`config.mk`:
```
export PLATFORM = sky130hd
export DESIGN_NAME = irq_unit
export DESIGN_NICKNAME = d
export VERILOG_FILES = /design/src/rtl/irq_unit_pkg.sv /design/src/rtl/irq_prio_enc.sv /design/src/rtl/irq_unit.sv
export SDC_FILE = /design/constraint.sdc
export NUM_CORES = 1
export LEC_CHECK = 0
export ABC_AREA = 1
export CORE_MARGIN = 8
export CORE_UTILIZATION = 46
export DETAILED_ROUTE_END_ITERATION = 12
export PLACE_DENSITY = 0.86
export RECOVER_POWER = 100
export SETUP_SLACK_MARGIN = 0.05
export SYNTH_ARGS = -nofsm -noshare
export SYNTH_HDL_FRONTEND = slang
export SYNTH_SLANG_ARGS = --single-unit
```
`constraint.sdc`:
```
create_clock -name i_clk -period 2.46 [get_ports i_clk]
set_input_delay 0.492 -clock i_clk [delete_from_list [all_inputs] [get_ports i_clk]]
set_output_delay 0.492 -clock i_clk [all_outputs]
set_load 0.02 [all_outputs]
```
`src/rtl/irq_unit_pkg.sv`:
```
//------------------------------------------------------------------------------
// irq_unit_pkg : shared constants and types for the interrupt controller
// Rev 1.0 - initial release
//------------------------------------------------------------------------------
`default_nettype none

package irq_unit_pkg;

    localparam int SREG_IRQ_PC    = 'h3;
    localparam int SREG_IRQ_CAUSE = 'h5;
    localparam int SREG_IRQ_MASK  = 'hC;
    localparam int SREG_IRQ_PEND  = 'hD;

    typedef enum logic [0:0] {
        ST_RUN     = 1'b0,
        ST_HANDLER = 1'b1
    } irq_state_e;

    // synchronous cause codes sit just above the external line numbers
    localparam int CAUSE_SYS_OFS  = 0;
    localparam int CAUSE_TRAP_OFS = 1;
    localparam int CAUSE_MEM_OFS  = 2;

endpackage

`default_nettype wire

```
`src/rtl/irq_prio_enc.sv`:
```
//------------------------------------------------------------------------------
// irq_prio_enc : fixed-priority encoder, lowest set index wins
// Rev 1.0 - initial release
//------------------------------------------------------------------------------
`default_nettype none

module irq_prio_enc #(
    parameter int N  = 8,
    parameter int CW = 4
) (
    input  logic [N-1:0]  req_i,
    output logic          hit_o,
    output logic [CW-1:0] code_o
);

    always_comb begin
        hit_o  = |req_i;
        code_o = '0;
        for (int i = N - 1; i >= 0; i--) begin
            if (req_i[i]) code_o = CW'(i);
        end
    end

endmodule

`default_nettype wire

```
`src/rtl/irq_unit.sv`:
```
//------------------------------------------------------------------------------
// irq_unit : interrupt/exception arbiter, cause/resume-PC capture, handler FSM
// Build option: IRQ_VECTORED_EN selects vectored handler targets
// Rev 1.0 - initial release
//------------------------------------------------------------------------------
`default_nettype none

module irq_unit
    import irq_unit_pkg::*;
#(
    parameter int              RW         = 16,
    parameter int              NSRC       = 8,
    parameter logic [NSRC-1:0] EDGE_MASK  = '0,
    parameter int              INT_VEC    = 1,
    parameter int              VEC_STRIDE = 4
) (
    input  logic            i_clk,
    input  logic            i_rst,
    input  logic            i_exec_submit,
    input  logic [RW-1:0]   i_exec_pc,
    input  logic            i_sys,
    input  logic            i_trap_flag,
    input  logic            i_mem_exception,
    input  logic            i_irt,
    input  logic            i_irq_en,
    input  logic [NSRC-1:0] i_irq,
    input  logic [RW-1:0]   i_sreg_addr,
    input  logic            i_sreg_we,
    input  logic [RW-1:0]   i_sreg_data,
    output logic [RW-1:0]   o_sreg_data,
    output logic            o_irq,
    output logic            o_flush,
    output logic [RW-1:0]   o_target_pc,
    output logic [RW-1:0]   o_irq_pc,
    output logic            o_in_handler
);

    localparam int            CW     = $clog2(NSRC + 3);
    localparam logic [CW-1:0] C_SYS  = CW'(NSRC + CAUSE_SYS_OFS);
    localparam logic [CW-1:0] C_TRAP = CW'(NSRC + CAUSE_TRAP_OFS);
    localparam logic [CW-1:0] C_MEM  = CW'(NSRC + CAUSE_MEM_OFS);

    generate
        if (NSRC < 1 || NSRC > 16 || VEC_STRIDE < 0) begin : g_param_err
            $error("irq_unit: NSRC must be 1..16 and VEC_STRIDE non-negative");
        end
    endgenerate

    irq_state_e      state_q, state_d;
    logic [NSRC-1:0] mask_q, pend_edge_q, pend_edge_d, irq_prev_q;
    logic            prev_sys_q, prev_trap_q, flush_q, cause_vld_q;
    logic [CW-1:0]   cause_code_q;
    logic [RW-1:0]   mem_pc_q, irq_pc_q;

    logic [NSRC-1:0] w_pend, w_ext, w_edge_set, w_w1c, w_take_clr;
    logic            w_ext_hit, w_irq, w_take_ext, w_sreg_wr;
    logic [CW-1:0]   w_ext_code, w_code;
    logic [RW-1:0]   w_cause_rd;

    // level lines are live; only edge lines hold state
    assign w_pend     = (i_irq & ~EDGE_MASK) | (pend_edge_q & EDGE_MASK);
    assign w_ext      = w_pend & mask_q & {NSRC{i_irq_en & (state_q == ST_RUN)}};
    assign w_edge_set = i_irq & ~irq_prev_q & EDGE_MASK;

    irq_prio_enc #(
        .N  (NSRC),
        .CW (CW)
    ) u_prio_enc (
        .req_i  (w_ext),
        .hit_o  (w_ext_hit),
        .code_o (w_ext_code)
    );

    always_comb begin
        w_code = w_ext_code;
        if (i_mem_exception)  w_code = C_MEM;
        else if (prev_trap_q) w_code = C_TRAP;
        else if (prev_sys_q)  w_code = C_SYS;
    end

    assign w_irq      = i_mem_exception | prev_trap_q | prev_sys_q | w_ext_hit;
    assign w_take_ext = w_irq & ~i_mem_exception & ~prev_trap_q & ~prev_sys_q;
    assign w_sreg_wr  = i_sreg_we & i_exec_submit & ~w_irq;
    assign w_take_clr = w_take_ext ? ((NSRC'(1) << w_ext_code) & EDGE_MASK) : '0;
    assign w_w1c      = (w_sreg_wr && i_sreg_addr == RW'(SREG_IRQ_PEND))
                        ? (i_sreg_data[NSRC-1:0] & EDGE_MASK) : '0;
    // a fresh edge outranks any clear in the same cycle
    assign pend_edge_d = ((pend_edge_q & ~w_w1c & ~w_take_clr) | w_edge_set) & EDGE_MASK;

    always_ff @(posedge i_clk) begin
        if (i_rst) state_q <= ST_RUN;
        else       state_q <= state_d;
    end

    always_comb begin
        state_d = state_q;
        if (w_irq)
            state_d = ST_HANDLER;
        else if (state_q == ST_HANDLER && i_irt && i_exec_submit)
            state_d = ST_RUN;
    end

    always_ff @(posedge i_clk) begin
        if (i_rst) begin
            mask_q       <= '0;
            pend_edge_q  <= '0;
            irq_prev_q   <= '0;
            prev_sys_q   <= 1'b0;
            prev_trap_q  <= 1'b0;
            flush_q      <= 1'b0;
            cause_vld_q  <= 1'b0;
            cause_code_q <= '0;
            mem_pc_q     <= '0;
            irq_pc_q     <= '0;
        end else begin
            pend_edge_q <= pend_edge_d;
            irq_prev_q  <= i_irq;
            prev_sys_q  <= i_sys & i_exec_submit;
            prev_trap_q <= i_trap_flag & i_exec_submit;
            flush_q     <= w_irq;
            if (i_exec_submit) mem_pc_q <= i_exec_pc;
            if (w_irq) begin
                cause_vld_q  <= 1'b1;
                cause_code_q <= w_code;
                irq_pc_q     <= i_mem_exception ? mem_pc_q : i_exec_pc;
            end else if (w_sreg_wr && i_sreg_addr == RW'(SREG_IRQ_PC)) begin
                irq_pc_q <= i_sreg_data;
            end
            if (w_sreg_wr && i_sreg_addr == RW'(SREG_IRQ_MASK))
                mask_q <= i_sreg_data[NSRC-1:0];
        end
    end

    always_comb begin
        w_cause_rd          = '0;
        w_cause_rd[CW-1:0]  = cause_code_q;
        w_cause_rd[RW-1]    = cause_vld_q;
        case (i_sreg_addr)
            RW'(SREG_IRQ_PC):    o_sreg_data = irq_pc_q;
            RW'(SREG_IRQ_CAUSE): o_sreg_data = w_cause_rd;
            RW'(SREG_IRQ_MASK):  o_sreg_data = RW'(mask_q);
            RW'(SREG_IRQ_PEND):  o_sreg_data = RW'(w_pend);
            default:             o_sreg_data = '0;
        endcase
    end

`ifdef IRQ_VECTORED_EN
    assign o_target_pc = RW'(INT_VEC) + RW'(w_code) * RW'(VEC_STRIDE);
`else
    assign o_target_pc = RW'(INT_VEC);
`endif

    assign o_irq        = w_irq;
    assign o_flush      = flush_q;
    assign o_irq_pc     = irq_pc_q;
    assign o_in_handler = (state_q == ST_HANDLER);

endmodule

`default_nettype wire

```
==> results of run 1 <==
==> cells by family (layout without fill, tap and decap cells) <==
| logic type | after synthesis | after routing | share of synthesized area (%) |
|---|---|---|---|
| AO/OA/AOI/OAI | 94 | 94 | 19.02 |
| buffers and inverters | 93 | 192 | 16.35 |
| flip-flops | 49 | 49 | 35.51 |
| other | 2 | 16 | 0.2718 |
| AND/OR/NAND/NOR | 176 | 176 | 28.85 |
==> registers in the layout, indices dropped and copies added (netlist names) <==
| name | count |
|---|---|
| cause_vld_q | 1 |
| prev_sys_q | 1 |
| o_flush | 1 |
| o_irq_pc | 16 |
| mem_pc_q | 16 |
| o_in_handler | 1 |
| mask_q | 8 |
| cause_code_q | 4 |
| prev_trap_q | 1 |
==> cell usage after synthesis, types with 3 or more instances <==
master    number  area, um^2
nand2_1       88       330.3
inv_1         58       217.7
dfxtp_1       49       980.9
o21ai_0       39       195.2
nor2_1        35       131.4
a21oi_1       30       150.1
nand3_1       22       110.1
buf_4         18       135.1
clkbuf_1       9       33.78
o211ai_1       8       60.06
nor3_1         7       35.03
o21ai_1        5       25.02
o221ai_1       4       35.03
or2_1          4       25.02
or2_2          4       25.02
buf_6          3       33.78
nand3_2        3       30.03
nand4_1        3       18.77
==> how the worst max path moves through the flow <==
stage	depth (start not counted)	slack [ns]	start	endpoint
6_report	8	0.08	i_sreg_addr[12]	o_sreg_data[5]
5_1_grt	8	-0.05	i_sreg_addr[8]	o_sreg_data[7]
4_1_cts	10	0.04	i_sreg_addr[11]	o_sreg_data[2]
3_5_place_dp	7	-0.49	i_sreg_addr[13]	o_sreg_data[4]
3_3_place_gp	7	-0.48	i_sreg_addr[15]	o_sreg_data[4]
2_1_floorplan	5	0.51	i_sreg_addr[7]	o_sreg_data[4]
==> metrics by stage <==
stage / hold slack [ns] / setup WS [ns]
2_1_floorplan: 0.4335 / 0.5080
3_3_place_gp: 0.4416 / -0.4782
3_5_place_dp: 0.4523 / -0.4922
4_1_cts: 0.4648 / 0.04369
5_1_grt: 0.5077 / -0.05309
6_report: 0.4710 / 0.08099
==> what timing repair did <==
item | CTS | global route
setup buffers | 4 | 1
pin swaps | 3 | 15
resized for setup | 90 | 49
setup endpoints to repair | 27 | 35
==> cell type report <==
class / instances / area share [%]
multi-input combinational: 286 / 37.41
timing repair buffer: 123 / 27.91
sequential: 49 / 23.87
inverter: 61 / 5.693
tap: 75 / 2.283
clock buffer: 7 / 2.100
clock inverter: 1 / 0.7306
==> power groups by stage <==
stage / logic (W) / registers, W / clock network (W)
finish: 0.000421 / 0.000876 / 0.000596
global route: 0.000457 / 0.000881 / 0.000627
CTS: 0.000417 / 0.000876 / 0.000595
detailed placement: 0.000413 / 0.000895 / 0
global placement: 0.000402 / 0.000892 / 0
floorplan: 0.000200 / 0.000915 / 0
==> layer usage <==
layer / part of all wire (%) / vias to the layer above / GRT usage (%)
li1: - / 1524 / -
met1: 37 / 1448 / 23.20
met2: 50 / 185 / 36.55
met3: 8.5 / 45 / 4.968
met4: 4.7 / 0 / 9.396
met5: 0 / - / 0
==> tightest hold or removal path, delay by kind of cell (launching register included) <==
family	cells	cell delay (ns)
compound gates	1	0.06
flops	1	0.31
buf+inv	1	0.06
==> reports/results.txt, run 1 <==
syn avg cell area -> 6.673 um^2
CP Data Required Time -> 1.97 ns
clock power share -> 31.5%
Primary FF master, synth -> dfxtp_1
CTS tree -> done
CP max stage delay -> 0.38 ns
die area -> 8741 um^2
fill count -> 489
maximum root-to-sink buffer count -> 2
die span in y -> 93.50 um
minimum clock period -> 2.379 ns
number of buffers added on ports -> 99
# IOs -> 116
Critical Path End Type -> output port
Clock Latency Late Sink -> 0.30 ns
mapped cell area -> 2763 um^2
crit-path cells -> dlymetal6s2s_1 > nor2_1 > nand2_1 > nor2_2 > buf_4 > nand3_2 > o221ai_2 > clkbuf_2
effective utilization at floorplan -> 47.22%
antenna viol nets, final -> 0
Min-Delay Path Depth -> 2
combinational power share -> 22.2%
post-route cell area -> 4110 um^2
PwrDens -> 460.7 nW/um^2
vias in the first global route -> 3147
Post-synth EDFFs -> 0
GRT Util Overall -> 20.82%
r2r setup slk -> 0.37 ns
largest net degree at the start of global routing -> 37
crit path max fanout -> 7
Critical Path AT -> 1.89 ns
peak supply drop -> 0.0004237 V
Sequential Area -> 980.9 um^2
dpl cells -> 589
hold path startpoint -> mem_pc_q[12]
CTS Buf Count -> 5
FP Rows -> 28
Final TNS setup -> 0 ns
Sw Pwr -> 0.0005304 W
commonest cells after routing, fill and taps aside -> nand2_1, inv_1, dfxtp_1
Die W -> 93.50 um
number of unique standard cell types used by synthesis -> 35
Period Utilization, post-route -> 96.71%
Hold WC Path Type -> flip-flop to flip-flop
YS warnings -> 0
most common cell after layout, fill and taps aside -> nand2_1
Wirelength per Cell -> 16.29 um
# DRC -> 0
CP max stage cell -> nor2_2
Max Fclk -> 420.3 MHz
Crit path max-delay family -> simple AND/OR/NAND/NOR gates
Hold EP -> mem_pc_q[12]
Leak -> 2.055 nW
Post-Route WL -> 9.805 mm
clock skew -> 0.005557 ns
gpl congestion -> 0.9166
initial antenna violation count -> 0
setup violators final -> 0
Max Slew Vio Count -> 0
Crit path buffers/inverters -> 3
CTS H-tree lvls -> 2
worst r2r path cells -> 10
r2r startpoint -> o_in_handler
Layout Cells excl Fill -> 602
Layout area overhead -> 48.78%
Reg power frac -> 46.3%
placement-stage cell area -> 3820 um^2
CTS Sinks -> 49
Tot Pwr -> 0.001894 W
sw frac -> 28.01%
Layout Nets -> 591
Setup crit start kind -> input port
Async SR Flop Fraction -> 0%
Pre-antenna DRT Iters -> 5
Clock Tree Root -> clkbuf_8
DR vias/cell -> 5.319
DR vias -> 3202
final hold violation count -> 0
Multi-input gate area -> 1538 um^2
status -> finished, final reports clean
Overflow after GRT -> 0
Core Area -> 5851 um^2
Iter 0 DRT Violations -> 238
n_diodes -> 0
first-pass GRT wire length -> 14.79 mm
Clk pin slew, worst setup/hold paths -> 0.09 ns
# hold bufs at CTS -> 0
post-synthesis register bit count -> 49
sequential element share of the synthesized area -> 35.51%
Syn Inst Count -> 414
reg2reg end -> mask_q[3]
Int Pwr -> 0.001363 W
Crit Path Category -> input port to output port
share of layout cells above drive strength 1 -> 17.65%
number of max-cap violations -> 0
fin util -> 70.25%
hpwl dp -> 7.039 mm
(Power assumes the default switching activity.)
==> inputs of run 2 (changes only) <==
--- a/config.mk
+++ b/config.mk
@@ -7,11 +7,12 @@
 export LEC_CHECK = 0
 export ABC_AREA = 1
 export CORE_MARGIN = 8
-export CORE_UTILIZATION = 46
+export CORE_UTILIZATION = 48
 export DETAILED_ROUTE_END_ITERATION = 12
-export PLACE_DENSITY = 0.86
+export PLACE_DENSITY = 0.87
 export RECOVER_POWER = 100
-export SETUP_SLACK_MARGIN = 0.05
+export SETUP_SLACK_MARGIN = 0.2
 export SYNTH_ARGS = -nofsm -noshare
 export SYNTH_HDL_FRONTEND = slang
+export SYNTH_HIERARCHICAL = 1
 export SYNTH_SLANG_ARGS = --single-unit
==> reports/results.txt, run 2 <==
GRT Util Overall -> 20.46% (-0.36 points)
post-synth top area cell -> dfxtp_1
DR vias -> 3516 (+9.8%)
YS warnings -> 6 (+6)
Async SR Flop Fraction -> 0% (unchanged)
status -> finished, final reports clean
Period Utilization, post-route -> 93.70% (-3.0 points)
Overflow after GRT -> 0 (unchanged)
Max Slew Vio Count -> 0 (unchanged)
CP Data Required Time -> 1.97 ns (about the same)
effective utilization at floorplan -> 48.54% (+1.3 points)
FP Rows -> 29 (+3.6%)
CTS Buf Count -> 5 (unchanged)
Die W -> 95.21 um (+1.8%)
PwrDens -> 443.0 nW/um^2 (-3.8%)
Layout area overhead -> 46.16%
n_diodes -> 0 (unchanged)
maximum root-to-sink buffer count -> 2 (unchanged)
top cells by count, synth -> nand2_1, nor2_1, inv_1
Yosys top cell area share -> 32.57% (-2.9 points)
mapped cell area -> 3012 um^2 (+9.0%)
# DRC -> 0 (unchanged)
Slew @ Worst Pin -> 1.102 ns
DR vias/cell -> 5.155 (-3.1%)
initial antenna violation count -> 0 (unchanged)
Tot Pwr -> 0.001950 W (+3.0%)
Max Fclk -> 433.9 MHz (+3.2%)
share of layout cells above drive strength 1 -> 14.21% (-3.4 points)
Final TNS setup -> 0 ns (unchanged)
Multi-input gate area -> 1715 um^2 (+12%)
Syn Inst Count -> 485 (+17%)
Hold WC Path Type -> flip-flop to flip-flop
Setup crit start kind -> input port
Critical Path AT -> 1.81 ns (-0.08 ns)
CTS tree -> done
die area -> 9065 um^2 (+3.7%)
crit path max fanout -> 4 (-3)
hpwl dp -> 7.139 mm (+1.4%)
syn avg cell area -> 6.210 um^2 (-6.9%)
fill count -> 500 (+2.2%)
top cells by area, synth -> dfxtp_1, nand2_1, nor2_1
antenna viol nets, final -> 0 (unchanged)
die span in y -> 95.21 um (+1.8%)
gpl congestion -> 0.8678 (-5.3%)
Critical Path End Type -> output port
vias in the first global route -> 3366 (+7.0%)
RSZ-0062 raised after global routing -> no
largest net degree at the start of global routing -> 33 (-11%)
Wirelength per Cell -> 14.24 um (-13%)
Max-slew headroom -> 26.55%
first-pass GRT wire length -> 15.14 mm (+2.4%)
Primary FF master, synth -> dfxtp_1
Layout Nets -> 669 (+13%)
peak supply drop -> 0.0003896 V (-8.1%)
Clock Tree Root -> clkbuf_8
setup violators final -> 0 (unchanged)
Sequential Area -> 980.9 um^2 (unchanged)
CTS H-tree lvls -> 2 (unchanged)
CTS Sinks -> 49 (unchanged)
post-synthesis register bit count -> 49 (unchanged)
Post-synth EDFFs -> 0 (unchanged)
Core Area -> 6205 um^2 (+6.1%)
clock skew -> 0.01142 ns (+0.005861 ns)
Crit Path Category -> input port to output port
dpl cells -> 664 (+13%)
Clk pin slew, worst setup/hold paths -> 0.08 ns (about the same)
minimum clock period -> 2.305 ns (-0.07408 ns)
Pre-antenna DRT Iters -> 4 (-1)
# IOs -> 116 (unchanged)
Post-Route WL -> 9.714 mm (-0.93%)
top-count cell post-synth -> nand2_1
Iter 0 DRT Violations -> 264 (+11%)
number of max-cap violations -> 0 (unchanged)
sequential element share of the synthesized area -> 32.57% (-2.9 points)
commonest cells after routing, fill and taps aside -> nand2_1, nor2_1, dfxtp_1
hold slack -> 0.4744 ns (+0.003316 ns)
Layout Cells excl Fill -> 682 (+13%)
Leak -> 2.106 nW (+2.5%)
number of unique standard cell types used by synthesis -> 27 (-23%)
most common cell after layout, fill and taps aside -> nand2_1
number of buffers added on ports -> 99 (unchanged)
Clock Latency Late Sink -> 0.30 ns (about the same)
final hold violation count -> 0 (unchanged)
==> run 2: cell types whose count changed in the layout (fill, tap and decap cells not counted), moves of 11 or more <==
| cell | change |
|---|---|
| nor2_1 | +17 |
| dlygate4sd2_1 | +11 |
| clkbuf_1 | +11 |
| nand2_1 | +50 |
| nand4_1 | +17 |
| nand3_1 | +14 |
==> run 2: cells by family (layout without fill, tap and decap cells) <==
family	after synthesis	after routing	share of synthesized area, %
simple gates	266	266	39.09
buf+inv	92	198	14.96
compound gates	75	75	13.00
flops	49	49	32.57
other cells	3	17	0.3739
==> run 2: worst paths after layout <==
| path | start | endpoint | slack [ns] | cells after the start |
|---|---|---|---|---|
| max | i_sreg_addr[6] | o_sreg_data[4] | 0.16 | 9 |
| min | cause_vld_q | cause_vld_q | 0.47 | 2 |
| max reg2reg | o_in_handler | o_irq_pc[8] | 0.24 | 15 |
| min reg2reg | cause_vld_q | cause_vld_q | 0.47 | 2 |
==> run 2: critical path, cell delays in order <==
cell and delay [ns]:
dlygate4sd2_1 0.25, nor2_2 0.12, nand2_2 0.10, buf_4 0.16, nor2_4 0.11, and2_4 0.16
nand2_1 0.05, o211ai_1 0.10, clkbuf_1 0.26
==> run 2: stage by stage <==
step                utilization (%)  area (um^2)  setup slack (ns)
finish                        70.94         4402            0.1551
global placement              67.11         4164           -0.4272
CTS                           70.11         4350            0.1937
floorplan                         -         3064            0.2576
global route                  70.94         4402           0.07448
detailed placement            67.11         4164           -0.4508
==> run 2: timing repair <==
item                                    CTS  global route
gates resized for setup                 121            33
pin swaps                                23            25
hold buffers                              0             0
setup buffers                             7             2
endpoints found under the setup margin   43            29
gates cloned                              1             0
==> run 2: power by group <==
part	internal, W	switching, W
sequential	0.000843	0.0000266
clock	0.000332	0.000265
combinational	0.000218	0.000266
total	0.00139	0.000557
==> run 2: layout make-up <==
class	count	share of cell area (%)
Inverter	52	4.491
Clock buffer	7	1.961
Multi-Input combinational cell	358	38.97
Tap cell	77	2.189
Sequential cell	49	22.29
Clock inverter	1	0.6822
Timing Repair Buffer	138	29.42
==> run 2: per-layer routing <==
layer  vias to the layer above  part of all wire [%]  routed length (um)  global-route usage (%)
met5                         -                     0                   0                       0
met3                        29                   6.6                 644                   3.543
met4                         0                   3.5                 337                   7.412
li1                       1749                     -                   -                       -
met2                       151                    49                4777                   35.10
met1                      1587                    41                3954                   25.00
